===== config.mk =====
export PLATFORM = sky130hd
export DESIGN_NAME = systolic_drain
export DESIGN_NICKNAME = d
export VERILOG_FILES = /design/src/rtl/systolic_pkg.sv /design/src/rtl/systolic_requant.sv /design/src/rtl/systolic_drain.sv
export SDC_FILE = /design/constraint.sdc
export NUM_CORES = 2
export LEC_CHECK = 0
export BUFFER_PORTS_ARGS = -buffer_cell sky130_fd_sc_hd__clkbuf_2
export CAP_MARGIN = 30
export CORE_ASPECT_RATIO = 2
export CORE_MARGIN = 2
export CORE_UTILIZATION = 50
export DETAILED_ROUTE_END_ITERATION = 6
export MAX_ROUTING_LAYER = met4
export PLACE_DENSITY = 0.68
export SLEW_MARGIN = 20
export SYNTH_ARGS = -nofsm -noshare
export SYNTH_HDL_FRONTEND = slang
export SYNTH_HIERARCHICAL = 1
export SYNTH_SLANG_ARGS = --single-unit
export TNS_END_PERCENT = 50

===== constraint.sdc =====
create_clock -name clk -period 12.65 [get_ports clk]
set_clock_uncertainty 0.2 [all_clocks]
set_input_delay 0.6325 -clock clk [delete_from_list [all_inputs] [get_ports clk]]
set_output_delay 0.6325 -clock clk [all_outputs]
set_load 0.05 [all_outputs]

===== src/rtl/systolic_pkg.sv =====
// Shared definitions for the systolic array slice: width derivation,
// default geometry and the drain sequencer state encoding.
package systolic_pkg;

  localparam int DEFAULT_ARRAY_SIZE = 16;
  localparam int DEFAULT_OUT_WIDTH  = 8;

  // Accumulator width: product width plus headroom for ARRAY_SIZE-deep sums.
  function automatic int outcome_width(input int data_width, input int weight_width);
    return data_width + weight_width + 5;
  endfunction

  typedef enum logic [2:0] {
    IDLE,
    SETUP,
    CAPTURE,
    WRITE,
    FINISH
  } drain_state_t;

endpackage


===== src/rtl/systolic_requant.sv =====
// Single-lane requantizer: round half up, arithmetic right shift, saturate
// to a signed OUT_WIDTH result, flagging any clamp.
module systolic_requant #(
  parameter int IN_WIDTH  = 29,
  parameter int OUT_WIDTH = 8
) (
  input  logic [IN_WIDTH-1:0]  din,
  input  logic [4:0]           shift,
  output logic [OUT_WIDTH-1:0] dout,
  output logic                 sat
);

  // One extra bit so the rounding add cannot overflow.
  localparam int W = IN_WIDTH + 1;
  localparam logic signed [W-1:0] MAX_V = {{(W-OUT_WIDTH+1){1'b0}}, {(OUT_WIDTH-1){1'b1}}};
  localparam logic signed [W-1:0] MIN_V = ~MAX_V;

  logic signed [W-1:0] ext;
  logic signed [W-1:0] rnd;
  logic signed [W-1:0] sum;
  logic signed [W-1:0] shd;

  always_comb begin
    ext = signed'({din[IN_WIDTH-1], din});
    rnd = '0;
    if (shift != 5'd0) begin
      rnd = W'(1) << (shift - 5'd1);
    end
    sum  = ext + rnd;
    shd  = sum >>> shift;
    sat  = 1'b0;
    dout = shd[OUT_WIDTH-1:0];
    if (shd > MAX_V) begin
      dout = MAX_V[OUT_WIDTH-1:0];
      sat  = 1'b1;
    end else if (shd < MIN_V) begin
      dout = MIN_V[OUT_WIDTH-1:0];
      sat  = 1'b1;
    end
  end

endmodule


===== src/rtl/systolic_drain.sv =====
// Output drain for the systolic array: sweeps matrix_index, requantizes each
// captured row and writes it to the output SRAM over a valid/ready handshake.
module systolic_drain
  import systolic_pkg::*;
#(
  parameter int ARRAY_SIZE   = DEFAULT_ARRAY_SIZE,
  parameter int DATA_WIDTH   = 8,
  parameter int WEIGHT_WIDTH = 16,
  parameter int OUT_WIDTH    = DEFAULT_OUT_WIDTH,
  parameter int NUM_INDEX    = 32,
  parameter int ADDR_WIDTH   = 10,
  localparam int OUTCOME_WIDTH = outcome_width(DATA_WIDTH, WEIGHT_WIDTH)
) (
  input  logic                            clk,
  input  logic                            srstn,
  input  logic                            drain_start,
  input  logic [ADDR_WIDTH-1:0]           base_addr,
  input  logic [4:0]                      shift,
  input  logic [ARRAY_SIZE*OUTCOME_WIDTH-1:0] mul_outcome,
  output logic [5:0]                      matrix_index,
  output logic                            sram_wvalid,
  input  logic                            sram_wready,
  output logic [ADDR_WIDTH-1:0]           sram_waddr,
  output logic [ARRAY_SIZE*OUT_WIDTH-1:0] sram_wdata,
  output logic                            busy,
  output logic                            done,
  output logic                            sat_flag
);

  localparam int IDX_W = $clog2(NUM_INDEX);
  localparam logic [IDX_W-1:0] LAST_IDX = IDX_W'(NUM_INDEX - 1);

  drain_state_t                  state;
  logic [IDX_W-1:0]              idx;
  logic [ADDR_WIDTH-1:0]         base_q;
  logic [4:0]                    shift_q;
  logic [ARRAY_SIZE*OUT_WIDTH-1:0] lane_q;
  logic [ARRAY_SIZE-1:0]         lane_sat;

  for (genvar g = 0; g < ARRAY_SIZE; g++) begin : g_lane
    systolic_requant #(
      .IN_WIDTH  (OUTCOME_WIDTH),
      .OUT_WIDTH (OUT_WIDTH)
    ) u_requant (
      .din   (mul_outcome[g*OUTCOME_WIDTH +: OUTCOME_WIDTH]),
      .shift (shift_q),
      .dout  (lane_q[g*OUT_WIDTH +: OUT_WIDTH]),
      .sat   (lane_sat[g])
    );
  end

  always_ff @(posedge clk) begin
    if (!srstn) begin
      state        <= IDLE;
      idx          <= '0;
      base_q       <= '0;
      shift_q      <= '0;
      matrix_index <= '0;
      sram_wvalid  <= 1'b0;
      sram_waddr   <= '0;
      sram_wdata   <= '0;
      busy         <= 1'b0;
      done         <= 1'b0;
      sat_flag     <= 1'b0;
    end else begin
      done <= 1'b0;
      case (state)
        IDLE: begin
          if (drain_start) begin
            base_q       <= base_addr;
            shift_q      <= shift;
            idx          <= '0;
            matrix_index <= '0;
            sat_flag     <= 1'b0;
            busy         <= 1'b1;
            state        <= SETUP;
          end
        end
        SETUP: begin
          state <= CAPTURE;
        end
        CAPTURE: begin
          sram_wdata  <= lane_q;
          sram_waddr  <= base_q + ADDR_WIDTH'(idx);
          sram_wvalid <= 1'b1;
          if (|lane_sat) begin
            sat_flag <= 1'b1;
          end
          state <= WRITE;
        end
        WRITE: begin
          if (sram_wready) begin
            sram_wvalid <= 1'b0;
            if (idx == LAST_IDX) begin
              state <= FINISH;
            end else begin
              idx          <= idx + 1'b1;
              matrix_index <= 6'(idx) + 6'd1;
              state        <= SETUP;
            end
          end
        end
        FINISH: begin
          done  <= 1'b1;
          busy  <= 1'b0;
          state <= IDLE;
        end
        default: state <= IDLE;
      endcase
    end
  end

endmodule

==> metrics.txt, run 1 <==
FFs w/ async S/R, synth=0%; cts-stage hold buffer count=0; post-CTS setup buffer count=0; # clock sinks=166; Seq cells post-synth=166; First Err=[ERROR GRT-0116] Global routing finished with congestion. Check the congestion regions in the DRC Viewer.; Final Wtd Congestion=1.22; H-tree depth=4; Post-Synthesis Cell Area=85200 sq um; largest net degree at the start of global routing=136; I/O pin total=631; Syn Area/Cell=6.70 sq um; Root Driver=clkbuf_16; count of different cell masters after synthesis=about 150; Yosys top cell area share=under 10%; Die W=296 um; Starting Density=50.2%; global-route wire length before repair=768 mm; CTS Buffer Depth=2; synth top area cells=nand2_1, ha_1, nor2_1, a21oi_1, dfxtp_1; Die Y=588 um; sequential fraction of the synthesis area=3.90%; vias in the first global route=119000; Synth top cells by count=nand2_1, nor2_1, a21oi_1, nor3_1, o21ai_0; DPL Wire Length=365 mm; post-placement cell count=14900; port bufs=630; Synth area leader=nand2_1; Syn. warnings=6; Post-synth EDFFs=0; Fail Step=global routing (5_1_grt); row count=214; count leader, synth=nand2_1; Post-CTS Resized=0; Syn Nets=between 10000 and 15000; Total GRT Usage=59.8%; status=aborted with a tool error; post-synthesis cell count=12700; gr ovfl total=39; CTS Buf Count=17; Synth Flop Type=dfxtp_1
## layer usage
layer  global-route usage, %  GRT overflow
met5                       -             -
met3                    32.3             0
met4                    61.1            15
met2                    83.7            23
met1                    56.4             1
## logic make-up after synthesis
logic type / Yosys count / share of synthesized area (%)
buffers and inverters: 1100 / 6.68
multiplexers: 446 / 6.61
flip-flops: 166 / 3.90
AND/OR/NAND/NOR: 5415 / 31.4
XOR/XNOR: 279 / 2.87
AO/OA/AOI/OAI: 4821 / 41.2
adder cells (fa/ha/maj): 488 / 7.31
## stage by stage
step	hold slack [ns]	cell area [sq um]	util, %	setup slack [ns]
4_1_cts	0.0853	88200	52.0	3.95
3_3_place_gp	0.242	87600	51.6	3.85
2_1_floorplan	0.247	85200	-	4.90
3_5_place_dp	0.248	87600	51.6	3.95
==> inputs of run 2 (changes only) <==
--- a/config.mk
+++ b/config.mk
@@ -7,12 +7,10 @@
 export LEC_CHECK = 0
 export BUFFER_PORTS_ARGS = -buffer_cell sky130_fd_sc_hd__clkbuf_2
 export CAP_MARGIN = 30
-export CORE_ASPECT_RATIO = 2
 export CORE_MARGIN = 2
-export CORE_UTILIZATION = 50
+export CORE_UTILIZATION = 35
 export DETAILED_ROUTE_END_ITERATION = 6
-export MAX_ROUTING_LAYER = met4
-export PLACE_DENSITY = 0.68
+export PLACE_DENSITY_LB_ADDON = 0.15
 export SLEW_MARGIN = 20
 export SYNTH_ARGS = -nofsm -noshare
 export SYNTH_HDL_FRONTEND = slang
==> metrics.txt, run 2 <==
status=complete, no violations; largest fanout on the critical path=95; Antenna Nets Post-Route=0; Worst-path clk slew=0.09 ns; Total GRT Usage=34.1%; Clk network pwr share=12.2%; area grow syn2layout=5.01%; CTS Buf Count=17; vias in the first global route=about 100k; FMAX=109 MHz; Net Switching=3190 uW; DR iter-0 viols=14000; Hold WS=0.113 ns; I/O pin total=around 630; Largest Register=sram_wdata; final instance area=89500 sq um; DPL Wire Length=around 360 mm; Syn Area/Cell=~6.7 sq um; critical path type=flop to flop; CTS Buffer Depth=2; Synth top cells by count=nand2_1, nor2_1, a21oi_1, nor3_1, o21ai_0; Crit-path slowest cell=dfxtp_4; PD cells=59.6 nW/um^2; row count=roughly 180; WL met1=approximately 190 mm; Seq cells post-synth=166; fin. max-slew vios=0; Top Registers=sram_wdata x128, base_q x10, sram_waddr x10; Post-Synth Adder-Cell Area=7.31%; Post-DP Area=88800 sq um; Final Wtd Congestion=1.02; post-DR vias/cell=6.88; FFs w/ async S/R, synth=0%; setup TNS=0 ns; RSZ-0062 raised after global routing=no; Post-synth EDFFs=0; Synth Area in Compound Gates=about two fifths; sequential fraction of the synthesis area=3.90%; # Max-Cap Violations=0; Synth Area in Simple Gates=31.4%; CP required=about 13 ns; post-synthesis xor/xnor area fraction=around 2.9%; Die W=between 400 and 500 um; wire length per cell=28.4 um; largest net degree at the start of global routing=111; Starting Density=35.1%; met3 WL=40.9 mm; Largest register FFs=128; clk_lat worst skew=0.57 ns; Post-Synthesis Cell Area=85200 sq um; Slew Limit Headroom=22.6%; Seq pwr share=between 10% and 20%; port bufs=630; worst vdd ir=0.000105 V; final hold violation count=0; Hold Path Class=primary input to flop; worst path arrival time=9.44 ns; crit-path most repeated cell=a21oi_1; static leakage=between 0.03 and 0.04 uW; count of different cell masters after synthesis=147; Comb pwr share=between 70% and 80%; synth top area cells=nand2_1, ha_1, nor2_1, a21oi_1, dfxtp_1; count leader, synth=nand2_1; CTS tree=yes; commonest non-fill, non-tap cells in the layout=nand2_1, nor2_1, a21oi_1, clkbuf_2, nor3_1; commonest non-fill, non-tap cell in the layout=nand2_1; WL final=~450 mm; Syn. warnings=6; core area=around 240000 sq um; drt pass-1 iters=7; share of cells above drive strength 1=about an eighth; H-tree depth=4; Worst Tran Pin Value=between 1 and 1.5 ns; Setup violations, final=0; Syn Nets=13700; Pint=2150 uW; vias=109000; Tcrit/Tclk final=~73%; Synth area leader=nand2_1; CP max stage delay=0.81 ns; Switching Fraction=59.7%; crit start category=flop; antenna violations before repair=66; Root Driver=clkbuf_16; post-synthesis mux area share=around 6.6%; final net count=13600; Tmin final=9.19 ns; Die ar.=248000 sq um; Synth Flop Type=dfxtp_1; largest family of logic cells by synthesized area=compound AO/OA/AOI/OAI gates; global-route wire length before repair=663 mm; Post-CTS Resized=0; gr ovfl total=0; Yosys top cell area share=between 7 and 8%; # clock sinks=166; Residual DRC=0; met2 WL post-DR=198 mm; post-CTS setup buffer count=0; cts-stage hold buffer count=0; post-synthesis cell count=12700; Top Layer Used=met5; CP Capture Type=flop; CP Cell Sequence=buf_12, inv_1, nor2_1, nand2_1, nor3_1, ha_1, a21oi_1, o211ai_1, a221o_1, or3_1, o211ai_4, inv_2, a221oi_2, a21oi_1, nor3_1, nand3_1, o41ai_4, nand2b_1, nor4_2, nand4_1, a21oi_1, nor2_1; Die Y=498 um
## run 2: cell counts after synthesis
No cell type changed its count.
## run 2: worst paths after layout
check	from	to	slack (ns)	cells after the start
max reg2reg	shift_q[2]	sat_flag	3.46	22
max	shift_q[2]	sat_flag	3.46	22
min reg2reg	sram_wdata[83]	sram_wdata[83]	0.26	2
min	base_addr[8]	base_q[8]	0.11	3
## run 2: power by group through the flow
stage               sequential, uW  clock, uW  combinational [uW]
floorplan                      705          0                2670
global placement               615          0                3960
detailed placement             616          0                3940
CTS                            604        680                3960
global route                   608        688                4330
finish                         605        651                4080
## run 2: layout make-up
class / count / area, sq um
Inverter: 249 / 935
Fill cell: 26700 / 153000
Tap cell: 3202 / 4010
Multi-Input combinational cell: 11400 / 76300
Sequential cell: 166 / 3340
Clock inverter: 14 / 178
Antenna cell: 43 / 108
Clock buffer: 18 / 429
Timing Repair Buffer: 764 / 4260
## run 2: layer usage
metal	GRT usage [%]	vias up
li1	-	49500
met4	15.1	44
met5	0	-
met2	53.5	6388
met1	45.7	52400
met3	5.70	1066
## run 2: kinds of logic (layout without fill, tap and decap cells)
logic type / Yosys count / count (layout)
and+or+nand+nor: 5415 / 5415
AOI/OAI and AO/OA: 4821 / 4821
buffers and inverters: 1100 / 1045
adders and majority gates: 488 / 488
muxes: 446 / 446
xor gates and xnor gates: 279 / 279
DFF: 166 / 166
other: 0 / 43
## run 2: stage by stage
stage / total power [uW] / util [%] / setup WS [ns] / cells
3_3_place_gp: 4580 / 36.5 / 2.80 / 15800
2_1_floorplan: 3380 / - / 4.90 / 12700
3_5_place_dp: 4560 / 36.6 / 3.57 / 15800
6_report: 5340 / 36.9 / 3.46 / 15900
5_1_grt: 5620 / 36.8 / 2.88 / 15900
4_1_cts: 5240 / 36.8 / 3.56 / 15900
## run 2: critical path, delay by kind of cell (launching register included)
kind / cells / cell delay, ns
DFF: 1 / 0.81
AOI/OAI and AO/OA: 8 / 2.78
adders and majority gates: 1 / 0.48
and+or+nand+nor: 10 / 3.40
buffers and inverters: 3 / 1.24
Note: power is estimated with default switching activity, not from simulation.
